===== config.mk =====
export PLATFORM = sky130hd
export DESIGN_NAME = pipeline_hzctl
export DESIGN_NICKNAME = d
export VERILOG_FILES = /design/src/rtl/pipeline_hzctl.sv
export SDC_FILE = /design/constraint.sdc
export NUM_CORES = 1
export LEC_CHECK = 0
export BUFFER_PORTS_ARGS = -buffer_cell sky130_fd_sc_hd__buf_4
export CAP_MARGIN = 0
export CORE_MARGIN = 2
export CORE_UTILIZATION = 52
export DETAILED_ROUTE_END_ITERATION = 10
export PLACE_DENSITY = 0.82
export REMOVE_ABC_BUFFERS = 1
export SYNTH_ARGS = -nofsm -noshare
export SYNTH_HDL_FRONTEND = slang
export SYNTH_SLANG_ARGS = --single-unit

===== constraint.sdc =====
create_clock -name CLK -period 2.4 [get_ports CLK]
set_input_delay 0.48 -clock CLK [delete_from_list [all_inputs] [get_ports CLK]]
set_output_delay 0.48 -clock CLK [all_outputs]
set_load 0.1 [all_outputs]

===== src/rtl/pipeline_hzctl.sv =====
// Hazard/stall controller for the five-stage pipeline: derives per-latch enable
// and bubble strobes, sequences the HALT drain, and keeps stall/flush counters.
module pipeline_hzctl #(
  parameter int CNT_W = 32
) (
  input  logic             CLK,
  input  logic             nRST,
  input  logic             ihit,
  input  logic             dhit,
  input  logic [4:0]       ifid_rs,
  input  logic [4:0]       ifid_rt,
  input  logic             ifid_uses_rt,
  input  logic             idex_dmemREN,
  input  logic [4:0]       idex_rt,
  input  logic             idex_halt,
  input  logic             exmem_dmemREN,
  input  logic             exmem_dmemWEN,
  input  logic             exmem_pcsrc,
  input  logic             memwb_halt,
  output logic             pc_en,
  output logic             ifid_en,
  output logic             idex_en,
  output logic             exmem_en,
  output logic             memwb_en,
  output logic             ifid_flush,
  output logic             idex_flush,
  output logic             exmem_flush,
  output logic             memwb_flush,
  output logic             halt,
  output logic [CNT_W-1:0] stall_cnt,
  output logic [CNT_W-1:0] flush_cnt
);

  typedef enum logic [1:0] {
    RUN   = 2'd0,
    DRAIN = 2'd1,
    HALT  = 2'd2
  } state_e;

  localparam logic [CNT_W-1:0] CNT_ONE = CNT_W'(1);

  state_e           state_q, state_d;
  logic             halt_q, halt_d;
  logic [CNT_W-1:0] stall_cnt_q, stall_cnt_d;
  logic [CNT_W-1:0] flush_cnt_q, flush_cnt_d;

  logic mem_busy;
  logic lu_hz;
  logic redirect;

  assign mem_busy = (exmem_dmemREN | exmem_dmemWEN) & ~dhit;
  assign lu_hz    = idex_dmemREN & (idex_rt != 5'd0) &
                    ((idex_rt == ifid_rs) | (ifid_uses_rt & (idex_rt == ifid_rt)));

  always_ff @(posedge CLK or negedge nRST) begin
    if (!nRST) begin
      state_q     <= RUN;
      halt_q      <= 1'b0;
      stall_cnt_q <= '0;
      flush_cnt_q <= '0;
    end else begin
      state_q     <= state_d;
      halt_q      <= halt_d;
      stall_cnt_q <= stall_cnt_d;
      flush_cnt_q <= flush_cnt_d;
    end
  end

  // Strobes are forced low while nRST is asserted so the latches hold during reset.
  always_comb begin
    state_d     = state_q;
    redirect    = 1'b0;
    pc_en       = 1'b0;
    ifid_en     = 1'b0;
    idex_en     = 1'b0;
    exmem_en    = 1'b0;
    memwb_en    = 1'b0;
    ifid_flush  = 1'b0;
    idex_flush  = 1'b0;
    exmem_flush = 1'b0;
    memwb_flush = 1'b0;

    if (nRST) begin
      unique case (state_q)
        RUN: begin
          if (mem_busy) begin
            memwb_en    = 1'b1;
            memwb_flush = 1'b1;
          end else if (exmem_pcsrc) begin
            redirect    = 1'b1;
            pc_en       = 1'b1;
            ifid_en     = 1'b1;
            idex_en     = 1'b1;
            exmem_en    = 1'b1;
            memwb_en    = 1'b1;
            ifid_flush  = 1'b1;
            idex_flush  = 1'b1;
            exmem_flush = 1'b1;
          end else if (lu_hz) begin
            idex_en     = 1'b1;
            idex_flush  = 1'b1;
            exmem_en    = 1'b1;
            memwb_en    = 1'b1;
          end else if (!ihit) begin
            ifid_en     = 1'b1;
            ifid_flush  = 1'b1;
            idex_en     = 1'b1;
            exmem_en    = 1'b1;
            memwb_en    = 1'b1;
          end else begin
            pc_en       = 1'b1;
            ifid_en     = 1'b1;
            idex_en     = 1'b1;
            exmem_en    = 1'b1;
            memwb_en    = 1'b1;
          end

          // A redirect squashes the HALT; a busy MEM stage defers the decision.
          if (idex_halt && !mem_busy && !exmem_pcsrc) begin
            state_d = DRAIN;
          end
        end

        DRAIN: begin
          if (mem_busy) begin
            memwb_en    = 1'b1;
            memwb_flush = 1'b1;
          end else begin
            ifid_en     = 1'b1;
            ifid_flush  = 1'b1;
            idex_en     = 1'b1;
            exmem_en    = 1'b1;
            memwb_en    = 1'b1;
          end
          if (memwb_halt) begin
            state_d = HALT;
          end
        end

        HALT: begin
          state_d = HALT;
        end

        default: begin
          state_d = RUN;
        end
      endcase
    end
  end

  always_comb begin
    halt_d      = halt_q | (state_q == HALT);
    stall_cnt_d = stall_cnt_q;
    flush_cnt_d = flush_cnt_q;
    if (state_q != HALT) begin
      if (!pc_en && (stall_cnt_q != '1)) begin
        stall_cnt_d = stall_cnt_q + CNT_ONE;
      end
      if (redirect && (flush_cnt_q != '1)) begin
        flush_cnt_d = flush_cnt_q + CNT_ONE;
      end
    end
  end

  assign halt      = halt_q;
  assign stall_cnt = stall_cnt_q;
  assign flush_cnt = flush_cnt_q;

endmodule


======== Yosys cells after proc, flatten, opt, wreduce, memory -nomap -nowiden ========
Cells that the tools add are included.
W data, S select, Z words.
word-level totals
  register bits ........................... 67
  output and inout port bits .............. 74
  bits in latches ......................... 0
  memories ................................ 0
  RAM bits ................................ 0
  bits in read-only memories .............. 0
operators by class
  multiplexer cells ....................... 37
  shift-type cells ........................ 0
  multiply operators ...................... 0
  reduce and logical (&&, ||, !) cells .... 13
  bitwise gates (word level) .............. 8
  eq/ne operators ......................... 9
  order comparisons ....................... 0
  div/mod/pow operators ................... 0
  $add $sub $neg .......................... 2
operators by type and width
  kind                     count
  $add A32 B1 Y32 const B  2
  $ne A32 B32 Y1 const B   2
  $mux W1                  32
  $eq A5 B5 Y1             2
  $ne A2 B2 Y1 const B     3
  $pmux W2 S3              1
  $reduce_bool A5 Y1       1
  $and A1 B1 Y1            4
  $logic_and A1 B1 Y1      4
  $mux W2                  2
  $pmux W1 S2              2
  $reduce_and A2 Y1        2
  $logic_not A1 Y1         3
  $or A1 B1 Y1             3
  $reduce_and A3 Y1        1
  $eq A2 B1 Y1 const B     1
  $eq A2 B2 Y1 const B     1
  $logic_not A2 Y1         1
  $reduce_or A2 Y1         1
  $not A1 Y1               1

======== Longest topological paths before layout ========
Gate-level depths: netlist of the first run.
  depth in word-level cells ............... 12
  mapped depth ............................ 9
  gate-level depth less buffers ........... 8

======== Least setup slack after synthesis of the first run ========
Ideal clock, no wire load.
  kind .................................... input to output
  from .................................... input idex_rt[1]
  to ...................................... output ifid_flush
  arrival time ............................ 3.634 ns
  setup slack ............................. -1.714 ns
  stages on the path ...................... 5
  path buffers ............................ 0
  path through ............................ or4_1 o21ai_1 nand2b_1 o21ai_0 a211oi_1
between the ends
  word-level cells in the longest chain between the ends .. 9
  elaborated cells between the ends (all ways) .. 12
  those cells by class .................... eq/ne (2); mux (5); bitwise (4); reduce/logical (1)
ends and longest elaborated chain
  element             RTL line  source
  start: declaration  14        input logic [4:0] idex_rt,
  $eq A5 B5 Y1        53        ((idex_rt == ifid_rs) | (ifid_uses_rt & (idex_rt == ifid_rt)));
  $and A1 B1 Y1       53
  $or A1 B1 Y1        53
  $and A1 B1 Y1 *     52        assign lu_hz = idex_dmemREN & (idex_rt != 5'd0) &
  $mux W1 *           99        end else if (lu_hz) begin
  $mux W1 *           89        end else if (exmem_pcsrc) begin
  $mux W1 *           86        if (mem_busy) begin
  $pmux W1 S2 *       84        unique case (state_q)
  $mux W1 *           83        if (nRST) begin
  end: declaration    25        output logic ifid_flush,
Every way passes the cells marked *; elsewhere a longest branch is shown, timed or not.

======== Worst setup path after layout of the first run ========
Same ends and word-level chain as after synthesis.

==> impl_metrics.env, run 1 <==
export IMPL_dpl_hpwl_um=5976
export IMPL_min_period_over_period_pct=100.7
export IMPL_maxCapViolCount=0
export IMPL_crit_slowest_cell="or4_4"
export IMPL_cts_sinks=67
export IMPL_setup_tns_ns=-0.01679
export IMPL_ys_seq_elements=67
export IMPL_drtIter0Drc=146
export IMPL_avgViaCountPerCell=5.530
export IMPL_die_w_um=85.76
export IMPL_regToRegStartpoint="stall_cnt[22]"
export IMPL_crit_path_end_kind="output port"
export IMPL_worstSetupStartpoint="idex_rt[1]"
export IMPL_ys_types=44
export IMPL_cts_setup_buffers=0
export IMPL_syn_area_um2=3476
export IMPL_grt_max_degree=53
export IMPL_detail_route_wl_per_cell_um=15.31
export IMPL_drive_gt1_share_pct=31.32
export IMPL_final_area_um2=4711
export IMPL_grt_pass1_vias=2914
export IMPL_worstSetupPathType="in -> out"
export IMPL_synthMuxAreaShare_pct=0.7559
export IMPL_postPlaceCellArea_um2=4380
export IMPL_synth_top_family_by_area="simple AND/OR/NAND/NOR gates"
export IMPL_cpPeakStageDelay_ns=0.52
export IMPL_synth_cells=343
export IMPL_dieArea_um2=7354
export IMPL_drc_errors=3
export IMPL_critPathLaunchType="input pin"
export IMPL_relSlewSlack_pct=57.22
export IMPL_synth_compound_area_share_pct=3.348
export IMPL_worst_ep_arrival_time_ns=1.94
export IMPL_p_total_mw=4.320
export IMPL_portBuffers=99
export IMPL_antenna_found_initial=0
export IMPL_rsz0062_at_grt="yes"
export IMPL_nFillCells=473
export IMPL_rr_worst_depth=7
export IMPL_ys_flop_type="dfrtp_1"
export IMPL_synth_avg_cell_area_um2=10.13
export IMPL_async_flop_share_pct=100.0
export IMPL_die_h_um=85.76
export IMPL_ys_seq_area_share_pct=48.24
export IMPL_setup_ws_ns=-0.01679
export IMPL_failed_checks="design-rule violations, negative setup slack"
export IMPL_synth_warnings=0
export IMPL_peakVddDrop_uv=1044
export IMPL_status="finished with violations"
export IMPL_tightest_slew_ns=0.6417
export IMPL_clockBufferDepth=2
export IMPL_grt_pass1_wl_um=13720
export IMPL_gp_congestion=0.8349
export IMPL_htreeDepth=3
export IMPL_final_seq_area_um2=1677
export IMPL_finalHoldViolCount=0
export IMPL_core_area_um2=6422
export IMPL_power_density_nw_per_um2=917.1
export IMPL_worst_endpoint_required_ns=1.92
export IMPL_drt_pass1_iter_count=9
export IMPL_rrSetupSlack_ns=0.16
export IMPL_synthXorXnorAreaFrac_pct=18.14
export IMPL_final_core_util_pct=73.35
export IMPL_crit_top_cell="buf_6"
export IMPL_cts_root_buffer="clkbuf_8"
export IMPL_multi_input_area_um2=1762
export IMPL_hold_path_class="in -> async"
export IMPL_period_minus_slack_ns=2.417
export IMPL_fp_row_count=29
export IMPL_overflow=0
export IMPL_antennaDiodeCount=0
export IMPL_final_nets=489
export IMPL_fin_skew_ns=0.006927
export IMPL_numCtsBuffers=9
export IMPL_clk_latency_ns=0.34
export IMPL_leakage_nw=2.117
export IMPL_final_antenna_net_count=0
export IMPL_tritoncts="yes"
export IMPL_path_max_fanout=2
export IMPL_timing_rr_end="stall_cnt[16]"
export IMPL_synth_edf_count=0
export IMPL_yosys_area_share_simple_pct=25.16
export IMPL_vias=2986
export IMPL_drt_wl_total_um=8268
export IMPL_syn_to_final_growth_pct=35.53
export IMPL_fmax_mhz=413.8
export IMPL_clk_pin_slew_ns=0.08
export IMPL_io_pins=100
export IMPL_grtUsageTotal_pct=23.55
export IMPL_path_cells="buf_6 > or4_4 > o21ai_2 > nand2b_4 > o21ai_4 > a211oi_2 > buf_6"
export IMPL_drv_slew=0
export IMPL_setup_viol=1
export IMPL_initial_utilization_pct=54.12
export IMPL_synthAdderAreaFrac_pct=1.800
synthesized netlist by cell type, types with 2 or more instances:
cell type,count,area share (%)
nor2_1,17,1.8
nand2b_1,3,0.54
inv_1,8,0.86
buf_2,2,0.29
and3_1,17,3.1
and4_1,5,1.3
o21ai_0,4,0.58
o21a_1,2,0.43
nand3_1,31,4.5
nand4_1,23,4.1
nand2_1,31,3.3
or4_1,3,0.65
nor4_1,7,1.3
nor3_1,7,1.0
nor2b_1,3,0.54
xor2_1,14,3.5
nand4b_1,3,0.76
xnor2_1,58,15
clkbuf_1,7,0.76
a21oi_1,3,0.43
dfrtp_1,67,48
ha_1,5,1.8
and2_1,2,0.36
power by group:
part,switching (mW),leakage (nW),internal [mW]
clock network,0.462,0.120,0.699
registers,0.128,0.874,1.23
logic,1.33,1.12,0.470
metrics by stage:
stage | cells | hold slack (ns) | setup slack (ns)
2_1_floorplan | 332 | 0.1844 | -1.714
3_3_place_gp | 524 | 0.4676 | -0.1666
3_5_place_dp | 524 | 0.4732 | -0.1856
4_1_cts | 540 | 0.09440 | -0.02441
5_1_grt | 540 | 0.1046 | -0.08519
6_report | 540 | 0.1049 | -0.01679
worst max path at each step:
stage	to	slack, ns	cells past startpoint
after floorplan	ifid_flush	-1.71	5
after global placement	ifid_flush	-0.17	7
after detailed placement	ifid_flush	-0.19	7
after CTS	ifid_flush	-0.02	7
after global routing	ifid_flush	-0.09	7
final	ifid_flush	-0.02	7
metal layers:
layer / GRT usage [%] / vias to the layer above / wire (um)
met4: 10.68 / 0 / 169
met5: 0 / - / 0
li1: - / 1431 / -
met3: 4.331 / 14 / 475
met2: 38.57 / 98 / 4018
met1: 30.53 / 1443 / 3605
critical path, delay by kind of cell:
family	cells	cell delay, ns
buf+inv	2	0.34
compound gates	3	0.43
simple gates	2	0.68
final cells by class:
cell class / instances / area share (%)
multi-input cells: 256 / 37.40
flip-flops and latches: 67 / 35.59
clock buffers: 9 / 2.629
well taps: 77 / 2.045
clock inverters: 7 / 2.629
inverters: 9 / 0.7171
repair buffers: 115 / 18.99
flip-flops by register name, indices dropped and copies added (netlist names):
register / count
flush_cnt: 32
stall_cnt: 32
state_q: 2
halt: 1
timing repair:
item / CTS / global route
endpoints found under the setup margin: 3 / 11
pin swaps: 4 / 5
gates resized for setup: 13 / 6
hold buffers: 0 / 0
layout by cell type (no fill, tap or decap), types with 2 or more instances in the layout:
cell type	count
buf_4	109
bufinv_16	3
o21ai_0	3
nand3_1	31
nor4_1	7
ha_1	4
xnor2_1	58
inv_1	8
and3_1	17
nand2_1	31
nor2b_1	3
inv_6	2
nor2_1	17
xor2_1	14
buf_6	5
or4_1	2
and4_1	5
nand2b_1	2
nand4_1	23
nor3_1	7
nand4b_1	3
dfrtp_1	67
a21oi_1	3
clkbuf_8	9
and2_1	2
kinds of logic after synthesis:
kind of cell / after synthesis
adders and majority gates: 5
buffers and inverters: 20
AOI/OAI and AO/OA: 17
DFF: 67
muxes: 2
xor gates and xnor gates: 72
and+or+nand+nor: 160
No activity file was read; power rests on OpenSTA's default activity.
==> run 2: changes to the inputs <==
Clock period 2.4 ns to 2.3 ns, I/O delays scaled along.
==> run 2 against run 1 <==
Against the previous run:
- clock-buffer cell count rose by 1
- the run still ends with design-rule violations, negative setup slack left
- non-clock buffer count increased by 3
- sequential power up 4%
==> impl_metrics.env, run 2 (same netlist as run 1, synthesis figures left out) <==
export IMPL_die_w_um=85.76
export IMPL_initial_utilization_pct=54.12
export IMPL_worstSetupPathType="in -> out"
export IMPL_hold_path_class="in -> async"
export IMPL_setup_ws_ns=-0.09915
export IMPL_tritoncts="yes"
export IMPL_drc_errors=3
export IMPL_fin_skew_ns=0.01009
export IMPL_numCtsBuffers=9
export IMPL_htreeDepth=3
export IMPL_antennaDiodeCount=0
export IMPL_grtUsageTotal_pct=23.46
export IMPL_status="finished with violations"
export IMPL_overflow=0
export IMPL_portBuffers=99
export IMPL_path_max_fanout=2
export IMPL_drv_slew=0
export IMPL_ctsHoldBuffers=0
export IMPL_final_cell_mix="110 x buf_4, 67 x dfrtp_1, 57 x xnor2_1, 31 x nand3_1, 31 x nand2_1"
export IMPL_grt_max_degree=53
export IMPL_core_area_um2=6422
export IMPL_drive_gt1_share_pct=32.19
export IMPL_leakage_nw=2.130
export IMPL_dpl_hpwl_um=6131
export IMPL_power_density_nw_per_um2=916.1
export IMPL_dieArea_um2=7354
export IMPL_grt_pass1_vias=3059
export IMPL_relSlewSlack_pct=57.10
export IMPL_drtIter0Drc=187
export IMPL_postPlaceCellArea_um2=4403
export IMPL_drt_pass1_iter_count=7
export IMPL_min_period_over_period_pct=104.3
export IMPL_worst_endpoint_required_ns=1.84
export IMPL_mostFrequentLayoutCell="buf_4"
export IMPL_syn_to_final_growth_pct=35.39
export IMPL_cts_root_buffer="clkbuf_8"
export IMPL_setup_tns_ns=-0.2446
export IMPL_final_core_util_pct=73.27
export IMPL_antenna_found_initial=0
export IMPL_cts_setup_buffers=0
export IMPL_final_nets=492
export IMPL_final_area_um2=4706
export IMPL_clk_latency_ns=0.34
export IMPL_rsz0062_at_grt="yes"
export IMPL_worst_ep_arrival_time_ns=1.94
export IMPL_period_minus_slack_ns=2.399
export IMPL_crit_path_end_kind="output port"
export IMPL_vias=3057
export IMPL_setup_viol=3
export IMPL_fp_row_count=29
export IMPL_drt_wl_total_um=8365
export IMPL_final_antenna_net_count=0
export IMPL_maxCapViolCount=0
export IMPL_grt_pass1_wl_um=13780
export IMPL_post_place_cells=527
export IMPL_detail_route_wl_per_cell_um=15.41
export IMPL_clk_pin_slew_ns=0.08
export IMPL_p_total_mw=4.311
export IMPL_fmax_mhz=416.8
export IMPL_tightest_slew_ns=0.6434
export IMPL_io_pins=100
export IMPL_finalHoldViolCount=0
export IMPL_stdcell_count=543
export IMPL_cts_sinks=67
export IMPL_die_h_um=85.76
export IMPL_peakVddDrop_uv=862.1
export IMPL_failed_checks="design-rule violations, negative setup slack"
export IMPL_critPathLaunchType="input pin"
export IMPL_gp_congestion=0.8266
export IMPL_clockBufferDepth=2
export IMPL_avgViaCountPerCell=5.630
==> run 2: layout make-up <==
type | instances | area [um2]
multi-input combinational | 256 | 1773
fill | 473 | 1717
sequential | 67 | 1677
timing repair buffer | 118 | 924.6
clock buffer | 10 | 137.6
tap | 77 | 96.34
clock inverter | 6 | 63.81
inverter | 9 | 33.78
==> run 2: metrics by stage <==
stage	hold WS [ns]	setup WS (ns)
after floorplan	0.1644	-1.774
after global placement	0.4479	-0.2200
after detailed placement	0.4516	-0.2307
after CTS	0.08413	-0.07567
after global routing	0.1062	-0.1461
final	0.09076	-0.09915
==> run 2: what timing repair did <==
item	in CTS	in global routing
endpoints found under the setup margin	3	37
pin swaps	5	4
resized for setup	16	7
==> run 2: critical path, cell delays in order <==
cell,delay [ns]
buf_6,0.09
or4_4,0.52
o21ai_2,0.18
nor2_1,0.08
a211o_1,0.33
inv_2,0.11
buf_12,0.18
==> run 2: final timing paths <==
kind | startpoint | end | slack (ns) | depth (start not counted)
max | idex_rt[4] | pc_en | -0.1 | 7
min | nRST | flush_cnt[0] | 0.09 | 2
max reg2reg | stall_cnt[14] | stall_cnt[19] | 0.15 | 8
min reg2reg | stall_cnt[13] | stall_cnt[13] | 0.49 | 1
max in group asynchronous | nRST | stall_cnt[21] | 1.61 | 2
min in group CLK | stall_cnt[13] | stall_cnt[13] | 0.49 | 1
==> run 2: metal layers <==
layer  vias to the layer above  wire length (um)  global-route usage [%]
met5                         -                 0                       0
met4                         0               193                   10.82
met3                        18               381                   3.657
met2                        98              4186                   39.70
met1                      1497              3603                   29.62
li1                       1444                 -                       -
==> run 2: power by group <==
group	internal (mW)	switching, mW	total (mW)
sequential	1.29	0.130	1.42
clock	0.530	0.463	0.993
combinational	0.500	1.40	1.90
==> run 3: changes to the inputs <==
Settings changed: BUFFER_PORTS_ARGS -buffer_cell sky130_fd_sc_hd__buf_4 to -buffer_cell sky130_fd_sc_hd__buf_2.
==> run 3 against run 2 <==
Against the previous run:
- the run still ends with design-rule violations, negative setup slack left
- maximum frequency is 1.7% lower
- sequential power hardly changed
- clock power is 2.6% lower
- wire length is 5.2% higher
- global-route usage is 0.52 points higher
- sequential share of layout area is 0.085 points higher
- non-clock buffer count is 5 higher
- largest power group unchanged
==> impl_metrics.env, run 3 (same netlist as run 1, synthesis figures left out) <==
export IMPL_worstSetupPathType="in -> out"
export IMPL_timing_rr_end="stall_cnt[24]"
export IMPL_setup_ws_ns=-0.1398
export IMPL_drv_slew=0
export IMPL_fmax_mhz=409.9
export IMPL_portBuffers=99
export IMPL_cts_sinks=67
export IMPL_critPathLaunchType="input pin"
export IMPL_dpl_hpwl_um=6225
export IMPL_worst_ep_arrival_time_ns=1.98
export IMPL_final_core_util_pct=73.10
export IMPL_finalHoldViolCount=0
export IMPL_leakage_nw=2.183
export IMPL_grt_pass1_vias=3128
export IMPL_grt_max_degree=60
export IMPL_grtUsageTotal_pct=23.98
export IMPL_seqPwrFrac_pct=32.6
export IMPL_tightest_slew_ns=0.7497
export IMPL_nFillCells=496
export IMPL_cp_buffers_inverters=4
export IMPL_antennaDiodeCount=0
export IMPL_rsz0062_at_grt="yes"
export IMPL_crit_slowest_cell="or4_4"
export IMPL_die_w_um=85.76
export IMPL_hold_ws_ns=0.07830
export IMPL_p_total_mw=4.342
export IMPL_rr_worst_depth=10
export IMPL_min_period_over_period_pct=106.1
export IMPL_clockBufferDepth=2
export IMPL_cpPeakStageDelay_ns=0.52
export IMPL_htreeDepth=3
export IMPL_peakVddDrop_uv=1221
export IMPL_clk_latency_ns=0.33
export IMPL_fin_skew_ns=0.01134
export IMPL_combPwrFrac_pct=45.2
export IMPL_gp_congestion=0.8343
export IMPL_tritoncts="yes"
export IMPL_maxCapViolCount=0
export IMPL_core_area_um2=6422
export IMPL_relSlewSlack_pct=50.02
export IMPL_antenna_found_initial=0
export IMPL_worst_endpoint_required_ns=1.84
export IMPL_setup_viol=3
export IMPL_failed_checks="design-rule violations, negative setup slack"
export IMPL_detail_route_wl_per_cell_um=16.08
export IMPL_initial_utilization_pct=54.12
export IMPL_dieArea_um2=7354
export IMPL_p_sw_share_pct=45.26
export IMPL_numCtsBuffers=9
export IMPL_regToRegStartpoint="state_q[0]"
export IMPL_drive_gt1_share_pct=34.89
export IMPL_final_cell_mix="88 x buf_2, 67 x dfrtp_1, 49 x xnor2_1, 31 x nand3_1, 31 x nand2_1"
export IMPL_path_max_fanout=2
export IMPL_period_minus_slack_ns=2.440
export IMPL_mostFrequentLayoutCell="buf_2"
export IMPL_critPathTopFamily="simple AND/OR/NAND/NOR gates"
export IMPL_p_clk_share_pct=22.3
export IMPL_drt_wl_total_um=8796
export IMPL_overflow=0
export IMPL_fp_row_count=29
export IMPL_drtIter0Drc=185
export IMPL_final_nets=497
export IMPL_drc_errors=3
export IMPL_crit_path_end_kind="output port"
export IMPL_vias=3084
export IMPL_io_pins=100
export IMPL_rrSetupSlack_ns=0.19
export IMPL_hold_path_class="in -> async"
export IMPL_drt_pass1_iter_count=7
export IMPL_grt_pass1_wl_um=14090
export IMPL_power_density_nw_per_um2=925.0
export IMPL_pre_cts_ws_ns=-0.2351
export IMPL_intPower_mw=2.377
export IMPL_status="finished with violations"
export IMPL_clk_pin_slew_ns=0.07
export IMPL_syn_to_final_growth_pct=35.06
export IMPL_die_h_um=85.76
export IMPL_avgViaCountPerCell=5.638
export IMPL_power_switching_mw=1.966
export IMPL_final_antenna_net_count=0
export IMPL_path_cells="buf_6 > or4_4 > o21ai_2 > buf_4 > nor2_2 > a211o_1 > inv_2 > buf_12"
export IMPL_cts_root_buffer="clkbuf_8"
-- run 3: power by group through the flow --
stage                     combinational [mW]  clock (mW)  sequential, mW
after detailed placement                1.86           0            1.44
after CTS                               1.91       0.985            1.41
after global routing                    2.06        1.02            1.43
after global placement                  1.82           0            1.43
after floorplan                        0.694           0            2.07
final                                   1.96       0.967            1.41
-- run 3: final cells by class --
cell class,instances,area (um2),area share [%]
clock buffer,13,158.9,3.385
tap,77,96.34,2.052
clock inverter,2,35.03,0.7463
inverter,9,33.78,0.7196
timing repair buffer,123,843.3,17.96
sequential,67,1677,35.71
multi-input combinational,256,1851,39.42
-- run 3: how the worst max path moves through the flow --
stage               startpoint  cells past startpoint    endpoint
floorplan           idex_rt[1]                      5  ifid_flush
global placement    idex_rt[1]                      8  ifid_flush
detailed placement  idex_rt[1]                      8  ifid_flush
CTS                 idex_rt[4]                      8  ifid_flush
global route        idex_rt[4]                      8       pc_en
finish              idex_rt[4]                      8       pc_en
-- run 3: timing repair --
| action | in CTS | in global routing |
|---|---|---|
| pin swaps | 5 | 14 |
| resized for setup | 11 | 18 |
| setup endpoints to repair | 5 | 18 |
| setup buffers | 1 | 1 |
| hold buffers | 0 | 0 |
-- run 3: worst reg2reg max path: stages, from the launching register on --
cell and delay [ns]:
dfrtp_1 0.37, inv_1 0.10, ha_4 0.20, nand3_1 0.13
a211o_1 0.18, inv_2 0.07, buf_4 0.13, buf_4 0.13
buf_6 0.13, or4_4 0.43, xnor2_2 0.14
-- run 3: per-stage QoR --
step	std cells	cell area (um2)	setup TNS, ns
after floorplan	332	3421	-24.73
after detailed placement	530	4325	-0.9847
after global placement	530	4325	-0.7622
after CTS	546	4576	-0.2929
final	547	4695	-0.3559
after global routing	547	4695	-0.5037
-- run 3: routing by layer --
metal	global-route usage, %	vias to the layer above	part of all wire (%)
li1	-	1444	-
met5	0	-	0
met4	9.812	0	1.3
met3	5.005	9	5.7
met2	41.34	109	52
met1	29.35	1522	41
